$ cat config.mk
export PLATFORM = sky130hd
export DESIGN_NAME = objects_mux_collision
export DESIGN_NICKNAME = d
export VERILOG_FILES = /design/src/rtl/objects_mux_collision.sv
export SDC_FILE = /design/constraint.sdc
export NUM_CORES = 1
export LEC_CHECK = 0
export BUFFER_PORTS_ARGS = -buffer_cell sky130_fd_sc_hd__clkbuf_2
export CAP_MARGIN = 5
export CORE_MARGIN = 2
export CORE_UTILIZATION = 45
export CTS_CLUSTER_DIAMETER = 40
export DETAILED_ROUTE_END_ITERATION = 6
export GPL_TIMING_DRIVEN = 0
export PLACE_DENSITY = 0.88
export SYNTH_ARGS = -nofsm -noshare
export SYNTH_HDL_FRONTEND = slang
export SYNTH_SLANG_ARGS = --single-unit
$ cat constraint.sdc
create_clock -name clk -period 1.93 [get_ports clk]
set_clock_uncertainty 0.15 [all_clocks]
set_input_delay 0.0965 -clock clk [delete_from_list [all_inputs] [get_ports clk]]
set_output_delay 0.0965 -clock clk [all_outputs]
set_load 0.05 [all_outputs]
$ cat src/rtl/objects_mux_collision.sv
// Pixel mux for four prioritized screen objects over a background, registered to VGA,
// plus per-frame pairwise overlap detection reported as a snapshot at each startOfFrame.
module objects_mux_collision #(
    parameter logic [7:0] TRANSPARENT_ENCODING = 8'hFF,
    parameter logic [7:0] DEFAULT_BG_RGB       = 8'h00
) (
    input  logic            clk,
    input  logic            resetN,
    input  logic            startOfFrame,
    input  logic [3:0]      objDrawingRequest,
    input  logic [3:0][7:0] objRGB,
    input  logic            bgDrawingRequest,
    input  logic [7:0]      bgRGB,
    output logic [7:0]      RGBOut,
    output logic [2:0]      drawSource,
    output logic [5:0]      collisionPairs,
    output logic            collisionAny,
    output logic            collisionValid,
    output logic            state_dbg
);

    typedef enum logic {ACCUM = 1'b0, SNAP = 1'b1} state_t;

    state_t     state, state_next;
    logic [3:0] eff;
    logic [5:0] hits;
    logic [5:0] accum;
    logic [5:0] snapshot;
    logic [7:0] rgb_next;
    logic [2:0] src_next;

    always_comb begin
        for (int i = 0; i < 4; i++) begin
            eff[i] = objDrawingRequest[i] && (objRGB[i] != TRANSPARENT_ENCODING);
        end
    end

    // Bit order {2-3, 1-3, 1-2, 0-3, 0-2, 0-1}
    assign hits = {eff[2] & eff[3], eff[1] & eff[3], eff[1] & eff[2],
                   eff[0] & eff[3], eff[0] & eff[2], eff[0] & eff[1]};

    // Hits on the boundary cycle belong to the closing frame's snapshot
    assign snapshot = accum | hits;

    always_comb begin
        rgb_next = DEFAULT_BG_RGB;
        src_next = 3'd5;
        if (eff[0]) begin
            rgb_next = objRGB[0];
            src_next = 3'd0;
        end else if (eff[1]) begin
            rgb_next = objRGB[1];
            src_next = 3'd1;
        end else if (eff[2]) begin
            rgb_next = objRGB[2];
            src_next = 3'd2;
        end else if (eff[3]) begin
            rgb_next = objRGB[3];
            src_next = 3'd3;
        end else if (bgDrawingRequest) begin
            rgb_next = bgRGB;
            src_next = 3'd4;
        end
    end

    always_comb begin
        state_next     = ACCUM;
        collisionValid = 1'b0;
        case (state)
            ACCUM: begin
                if (startOfFrame) state_next = SNAP;
            end
            SNAP: begin
                collisionValid = 1'b1;
                if (startOfFrame) state_next = SNAP;
            end
            default: state_next = ACCUM;
        endcase
    end

    assign state_dbg = state;

    always_ff @(posedge clk or negedge resetN) begin
        if (!resetN) begin
            state          <= ACCUM;
            RGBOut         <= DEFAULT_BG_RGB;
            drawSource     <= 3'd5;
            accum          <= 6'd0;
            collisionPairs <= 6'd0;
            collisionAny   <= 1'b0;
        end else begin
            state      <= state_next;
            RGBOut     <= rgb_next;
            drawSource <= src_next;
            if (startOfFrame) begin
                collisionPairs <= snapshot;
                collisionAny   <= |snapshot;
                accum          <= 6'd0;
            end else begin
                accum <= snapshot;
            end
        end
    end

endmodule
==> results.toml, run 1 <==
[run_status]
status = "completed"

[critical_path]
slowest_stage = "dlygate4sd3_1"
required_ps = 1990
critPathTopFamily = "buffers and inverters"
crit_chain = "dlygate4sd3_1 -> clkbuf_2 -> nand4_1 -> o21a_2 -> buf_2 -> nor2_1 -> a221oi_1"
endpoint_kind = "flop"
crit_path_max_fanout = 10
worst-setup-path-type = "input pin to flop"
critPathBufInv = 3
critPathMaxStageDelay_ps = 570
startpoint_type = "input pin"
arrival_ps = 1750

[global_route]
grt_pass1_wl_um = 6800
antenna_found_initial = 0
grt_util_all_layers = 0.218
grt-ovfl-total = 0
grt_pass1_vias = 1492
grt_max_degree = 26

[clock_network]
cts_root_buffer = "clkbuf_4"
cts.clk_slew.worst_paths_ps = 120
cts_resized = 0
post-cts-setup-buffers = 0
clk_latency_ps = 310
cts_inserted_buffers = 3
clock-sinks = 25
h-tree-depth = 1
cts_tree = "yes"
clockBufferDepth = 2

[finish]
layoutNonFillerInstCount = 276
num_antenna_cells = 0
finish.utilization = 0.621
n_fill_cell = 287
syn_to_final_growth_pct = 33.4
layout.nets = 279
layout-drive-gt1-share = 0.374

[synth]
yosysTopAreaCell = "dfrtp_1"
synth_flop_cell = "dfrtp_1"
yosys.area.top_type_share = 0.371
ys_top_cells_by_count = "dfrtp_1, nor2_1, a21oi_1, o211a_1"
synth_edf_count = 0
synth_fp_nets = 199
yosysMostFrequentCell = "dfrtp_1"
synth-seq-area-share = 0.405
synth-seq-cells = 25
synth_cell_types = 35
avgSynthCellArea_um2 = 10.3
synth_top_cells_by_area = "dfrtp_1, o211a_1, nand4_4, nor2_1, a21oi_1"
netlist_area_um2 = 1550
ys_warn_count = 0
synthCells = 151
synth-async-reset-ratio = 1.00

[routing]
routed_via_density = 5.50
wirelength_um = 4160
wl_met2_um = 2110
drtPass1Iterations = 4
drtIter0Drc = 153
num_vias = 1519
post_drt_wl_per_cell_um = 15.1
drc = 0
ant_nets = 0
wl_met3_um = 238
highest_layer = "met4"
wl_met1_um = 1690

[timing]
hold_viol = 0
finalSetupViolCount = 0
rsz0062_at_grt = "no"
fin_tns_setup_ps = 0
period_minus_slack_ps = 1690
tightest_slew_ps = 619
period_share = 0.878
slew_viol_final = 0
slew_headroom = 0.587
fmax_mhz = 590

[floorplanning]
fp.dieH_um = 62.7
coreArea_um2 = 3340
initial_utilization = 0.465
rows = 21
die_w_um = 62.7
dieArea_um2 = 3940
io_pins = 68

[worst_hold_path]
min_path_type = "input pin to flop"

[pwr]
peakVddDrop_v = 0.000425
power_density_nw_per_um2 = 613
power_leakage_nw = 0.990

[placement]
dp_cells = 260
numPortBuffers = 63
gp_congestion = 0.824
dp_hpwl_um = 2980

[run]
drv_cap = 0
-- power by group --
group / switching, W / internal [W] / leakage (nW)
Combinational: 0.000308 / 0.000150 / 0.679
Sequential: 0.0000196 / 0.000571 / 0.296
Clock: 0.000143 / 0.0000806 / 0.0150
-- cell usage in the layout, fill, tap and decap left out, types with 6 or more instances in the layout --
master         count
clkbuf_2          64
dfrtp_1           23
nor2_1            21
o211a_1           13
a21oi_1           13
dlygate4sd3_1     12
inv_1              7
a211oi_1           7
a311oi_1           6
a221oi_1           6
-- metal layers --
layer / global-route usage / vias up
li1: - / 747
met1: 0.260 / 690
met2: 0.380 / 68
met3: 0.0468 / 14
met4: 0.0917 / 0
met5: 0 / -
-- state kept, by name, summed over array words and instances, names as in the netlist --
register and flops:
drawSource 3, state_dbg 1, accum 6, collisionAny 1
RGBOut 8, collisionPairs 6
-- worst reg2reg max path: stages, from the launching register on --
cell       delay [ps]
dfrtp_1           400
nor4_1            310
nand3_1           230
a2111oi_4         350
nor3_1             90
-- final cells by class --
type	instances	area [um2]	area share
Buffer	11	66.3	0.0320
Clock buffer	4	26.3	0.0127
Sequential cell	25	628	0.303
Inverter	7	26.3	0.0127
Timing Repair Buffer	75	435	0.210
Multi-Input combinational cell	108	832	0.402
Tap cell	46	57.6	0.0278
-- per-stage QoR --
| step | power (W) | hold slack [ps] | area, um2 | setup slack, ps |
|---|---|---|---|---|
| after detailed placement | 0.00104 | -9.55 | 1930 | 291 |
| after CTS | 0.00128 | 8.27 | 2070 | 268 |
| after floorplan | 0.000890 | -349 | 1550 | 434 |
| after global routing | 0.00134 | 9.10 | 2070 | 170 |
| after global placement | 0.00103 | -22.6 | 1930 | 367 |
| final | 0.00127 | 6.43 | 2070 | 236 |
-- what timing repair did --
action,CTS,global route
endpoints found under the setup margin,0,0
hold endpoints to repair,33,0
hold buffers,12,0
-- kinds of logic after synthesis --
group           after synthesis  share of synthesized area
compound gates               63                      0.350
mux                           1                    0.00645
flops                        25                      0.405
simple gates                 44                      0.180
buf+inv                      18                     0.0596
-- final timing paths --
kind / from / endpoint / slack, ps / depth (start not counted)
hold / removal: objRGB[14] / RGBOut[6]$_DFF_PN0_ / 6 / 3
hold reg to reg: accum[2]$_DFF_PN0_ / accum[2]$_DFF_PN0_ / 380 / 2
setup reg to reg: accum[4]$_DFF_PN0_ / collisionAny$_DFFE_PN0P_ / 290 / 4
max in group asynchronous: resetN / accum[4]$_DFF_PN0_ / 1070 / 2
setup / recovery: objRGB[6] / RGBOut[1]$_DFF_PN0_ / 240 / 7
min in group asynchronous: resetN / drawSource[1]$_DFF_PN0_ / 170 / 2
No activity file was read; power rests on OpenSTA's default activity.
==> run 2, diff against run 1 <==
- HOLD_SLACK_MARGIN: unset -> 0.12
- RECOVER_POWER: unset -> 50
==> run 2 against run 1 <==
Sequential cell count stayed put; core utilization rose by 4.4 points; worst setup slack got worse by 180 ps; first-iteration DRC count is 9.8% lower.
==> results.toml, run 2 (synthesized netlist as in run 1, its figures left out) <==
[critical_path]
slowest_stage = "dlygate4sd3_1"
crit_top_cell = "dlygate4sd3_1"
crit_path_max_fanout = 2
required_ps = 1990
arrival_ps = 1930
r2r_cells = 4
worst-setup-path-type = "input pin to flop"
r2r_setup_slack_ps = 280
crit_chain = "dlygate4sd3_1 -> clkbuf_2 -> nand4_1 -> o21ai_1 -> nand2_1 -> o221a_1 -> dlygate4sd3_1"
endpoint_kind = "flop"
startpoint_type = "input pin"
critPathMaxStageDelay_ps = 560
timing.rr.end = "collisionAny$_DFFE_PN0P_"
r2r_start = "accum[4]$_DFF_PN0_"

[finish]
num_antenna_cells = 0
syn_to_final_growth_pct = 42.9
final_common_cell = "clkbuf_2"
n_fill_cell = 266
final_area_um2 = 2220
layout.nets = 295
layoutNonFillerInstCount = 292
layout-drive-gt1-share = 0.305
finish.utilization = 0.665
largestRegisters = "RGBOut: 8 flops, accum: 6 flops, collisionPairs: 6 flops"
largest_reg_flops = 8
final_cell_mix = "clkbuf_2, dlygate4sd3_1, dfrtp_1"
top_register = "RGBOut"
regArea_um2 = 628
multiInputGateArea_um2 = 832

[clock_network]
clk_latency_ps = 310
clock-sinks = 25
h-tree-depth = 1
cts_root_buffer = "clkbuf_4"
cts_inserted_buffers = 3
clockBufferDepth = 2
cts_tree = "yes"
cts.clk_slew.worst_paths_ps = 130

[timing]
finalSetupViolCount = 0
tightest_slew_ps = 1350
slew_headroom = 0.0985
slew_viol_final = 0
fin_tns_setup_ps = 0
rsz0062_at_grt = "no"
hold_viol = 0
period_share = 0.973
fmax_mhz = 533
period_minus_slack_ps = 1880

[floorplanning]
coreArea_um2 = 3340
dieArea_um2 = 3940
io_pins = 68
die_w_um = 62.7
rows = 21
initial_utilization = 0.465
fp.dieH_um = 62.7

[worst_hold_path]
holdPathEnd = "RGBOut[1]$_DFF_PN0_"
hold_start = "bgRGB[1]"
min_path_type = "input pin to flop"
min_delay_path_depth = 3

[routing]
routed_via_density = 5.43
wirelength_um = 4550
post_drt_wl_per_cell_um = 15.6
drtIter0Drc = 138
num_vias = 1586
drtPass1Iterations = 7
drc = 0
ant_nets = 0

[run]
drv_cap = 0

[global_route]
grt_util_all_layers = 0.240
grt_pass1_vias = 1603
grt_max_degree = 26
grt_pass1_wl_um = 7450
antenna_found_initial = 0
grt-ovfl-total = 0

[placement]
dp_cells = 260
numPortBuffers = 63
dp_hpwl_um = 2980
gp_congestion = 0.824
place_area_um2 = 1930

[pwr]
peakVddDrop_v = 0.000435
power_leakage_nw = 1.02
power_density_nw_per_um2 = 586

[run_status]
status = "completed"
-- run 2: cell types whose count changed in the layout (fill, tap and decap cells not counted), sizes merged --
cell and change:
dlygate4sd3 +16
-- run 2: repair_timing --
action                                  in CTS  in global routing
hold buffers                                28                  0
endpoints found under the setup margin       0                  1
buffers inserted                             0                  0
endpoints found under the hold margin       36                  0
gates resized for setup                      0                  1
-- run 2: power breakdown --
| part | switching, W | total (W) | leakage, nW | internal, W |
|---|---|---|---|---|
| clock network | 0.000146 | 0.000226 | 0.0150 | 0.0000807 |
| registers | 0.0000195 | 0.000590 | 0.296 | 0.000571 |
| logic | 0.000316 | 0.000483 | 0.712 | 0.000167 |
| total | 0.000481 | 0.00130 | 1.02 | 0.000818 |
-- run 2: stage by stage --
stage	setup slack, ps	hold WS (ps)	total power, W
3_5_place_dp	291	-9.55	0.00104
3_3_place_gp	367	-22.6	0.00103
6_report	52.5	142	0.00130
4_1_cts	59.7	130	0.00131
5_1_grt	29.4	162	0.00136
2_1_floorplan	434	-349	0.000890
-- run 2: layout make-up --
cell class                      instances  share of cell area
Timing Repair Buffer                   91               0.262
Clock buffer                            4              0.0118
Inverter                                7              0.0118
Buffer                                 11              0.0299
Sequential cell                        25               0.283
Multi-Input combinational cell        108               0.375
Tap cell                               46              0.0259
-- run 2: worst max-delay path by stage --
| stage | depth (start not counted) | endpoint | from |
|---|---|---|---|
| after floorplan | 4 | collisionAny$_DFFE_PN0P_ | accum[4]$_DFF_PN0_ |
| after global placement | 4 | collisionAny$_DFFE_PN0P_ | accum[4]$_DFF_PN0_ |
| after detailed placement | 4 | collisionAny$_DFFE_PN0P_ | accum[4]$_DFF_PN0_ |
| after CTS | 7 | RGBOut[5]$_DFF_PN0_ | objRGB[3] |
| after global routing | 6 | RGBOut[5]$_DFF_PN0_ | objDrawingRequest[2] |
| final | 7 | RGBOut[5]$_DFF_PN0_ | objRGB[2] |
-- run 2: critical path, delay by kind of cell --
family          cells  cell delay [ps]
compound gates      2              410
simple gates        2              220
buf+inv             3             1200
-- run 2: layer usage --
layer | up-vias | global-route usage | wire, um
met5 | - | 0 | 0
met1 | 717 | 0.287 | 1800
met2 | 79 | 0.422 | 2280
met3 | 14 | 0.0450 | 295
li1 | 776 | - | -
met4 | 0 | 0.103 | 166
==> run 3, diff against run 2 <==
- GPL_TIMING_DRIVEN: 0 -> unset
==> run 3 against run 2 <==
Critical endpoint unchanged; hold slack got worse by 16 ps; global-route usage grew 0.69 points; non-clock buffer count decreased by 4; first-iteration DRC count fell by 14%; cell area down 0.85%; combinational power hardly changed; via count increased by 0.88%; worst setup slack worse by 26 ps; sequential power about the same; final cell count fell by 1.4%; register-to-register slack gained 50 ps.
==> results.toml, run 3 (synthesized netlist as in run 1, its figures left out) <==
[critical_path]
startpoint_type = "input pin"
crit_top_cell = "dlygate4sd3_1"
arrival_ps = 1970
crit_path_max_fanout = 2
crit_chain = "dlygate4sd3_1 -> clkbuf_2 -> nand4_1 -> o21ai_1 -> nand2_1 -> o221a_1 -> dlygate4sd3_1"
critPathMaxStageDelay_ps = 560
slowest_stage = "dlygate4sd3_1"
worst-setup-path-type = "input pin to flop"
endpoint_kind = "flop"
required_ps = 2000

[routing]
routed_via_density = 5.56
num_vias = 1600
post_drt_wl_per_cell_um = 15.9
wirelength_um = 4570
drtIter0Drc = 118
drtPass1Iterations = 4
drc = 0
ant_nets = 0

[pwr]
switching_share = 0.374
p_int_w = 0.000816
seqPwrFrac = 0.455
switching_power_w = 0.000487
pwr-share-comb = 0.368
power_leakage_nw = 1.02
power_density_nw_per_um2 = 593
fin_total_pwr_w = 0.00130
clkPwrFrac = 0.177
peakVddDrop_v = 0.000302

[finish]
num_antenna_cells = 0
n_fill_cell = 278
largestRegisters = "RGBOut: 8 flops, accum: 6 flops, collisionPairs: 6 flops"
layout-drive-gt1-share = 0.306
final_area_um2 = 2200
top_register = "RGBOut"
syn_to_final_growth_pct = 41.7
final_cell_mix = "clkbuf_2, dlygate4sd3_1, dfrtp_1"
largest_reg_flops = 8
final_common_cell = "clkbuf_2"
layoutNonFillerInstCount = 288
finish.utilization = 0.659
layout.nets = 291

[placement]
dp_cells = 254
numPortBuffers = 67
dp_hpwl_um = 2940
place_area_um2 = 1890
gp_congestion = 0.904

[global_route]
grt_max_degree = 26
grt_pass1_wl_um = 7680
antenna_found_initial = 0
grt_pass1_vias = 1623
grt-ovfl-total = 0
grt_util_all_layers = 0.247

[floorplanning]
rows = 21
fp.dieH_um = 62.7
io_pins = 68
die_w_um = 62.7
dieArea_um2 = 3940
coreArea_um2 = 3340
initial_utilization = 0.465

[timing]
period_share = 0.986
slew_viol_final = 0
rsz0062_at_grt = "no"
slew_headroom = 0.0966
finalSetupViolCount = 0
tightest_slew_ps = 1360
period_minus_slack_ps = 1900
hold_viol = 0
fmax_mhz = 525
fin_tns_setup_ps = 0

[worst_hold_path]
min_path_type = "input pin to flop"

[clock_network]
clk_latency_ps = 320
cts_inserted_buffers = 3
clockBufferDepth = 2
h-tree-depth = 1
cts.clk_slew.worst_paths_ps = 140
clock-sinks = 25
cts_tree = "yes"
cts_root_buffer = "clkbuf_4"
post-cts-setup-buffers = 0

[run_status]
status = "completed"

[run]
drv_cap = 0
## run 3: changes by cell type in the layout (fill, tap and decap cells not counted)
cell           delta
buf_4             -1
clkbuf_2          +6
clkbuf_1          -5
buf_2             -4
buf_6             -2
dlygate4sd3_1     +2
## run 3: repair_timing
| item | 4_1_cts | 5_1_grt |
|---|---|---|
| gates resized for setup | 0 | 1 |
| endpoints found under the setup margin | 0 | 1 |
| endpoints found under the hold margin | 48 | 0 |
| hold buffers | 30 | 0 |
## run 3: stage by stage
| step | worst slack, ps | hold slack [ps] |
|---|---|---|
| detailed placement | 341 | -4.75 |
| finish | 26.8 | 126 |
| global placement | 410 | -12.2 |
| global route | 5.38 | 145 |
| CTS | 44.9 | 122 |
| floorplan | 434 | -349 |
## run 3: power groups by stage
stage / combinational, W / clock, W / sequential, W
after floorplan: 0.000154 / 0 / 0.000736
after global placement: 0.000421 / 0 / 0.000600
after detailed placement: 0.000428 / 0 / 0.000601
after CTS: 0.000476 / 0.000234 / 0.000592
after global routing: 0.000512 / 0.000266 / 0.000597
final: 0.000480 / 0.000231 / 0.000593
## run 3: area by class of cell
type | instances | area, um2 | share of cell area
clock buffer | 4 | 26.3 | 0.0119
tap | 46 | 57.6 | 0.0262
inverter | 7 | 26.3 | 0.0119
multi-input combinational | 108 | 832 | 0.378
sequential | 25 | 628 | 0.286
timing repair buffer | 98 | 629 | 0.286
## run 3: critical path: cells and delay by family
kind                   cells  cell delay (ps)
buffers and inverters      3             1210
and+or+nand+nor            2              230
AOI/OAI and AO/OA          2              430
## run 3: layer usage
metal,global-route usage,routed length (um),part of all wire
met5,0,0,0
met4,0.0944,118,0.026
met3,0.0432,245,0.054
met2,0.456,2370,0.52
met1,0.283,1830,0.40
## run 3: worst paths after layout
kind / from / slack (ps) / endpoint / depth (start not counted)
setup / recovery: objRGB[3] / 30 / RGBOut[5]$_DFF_PN0_ / 7
hold / removal: bgRGB[2] / 130 / RGBOut[2]$_DFF_PN0_ / 3
setup reg to reg: accum[4]$_DFF_PN0_ / 330 / collisionAny$_DFFE_PN0P_ / 4
hold reg to reg: accum[3]$_DFF_PN0_ / 380 / accum[3]$_DFF_PN0_ / 2
max in group asynchronous: resetN / 370 / collisionAny$_DFFE_PN0P_ / 2
min in group asynchronous: resetN / 450 / RGBOut[0]$_DFF_PN0_ / 2
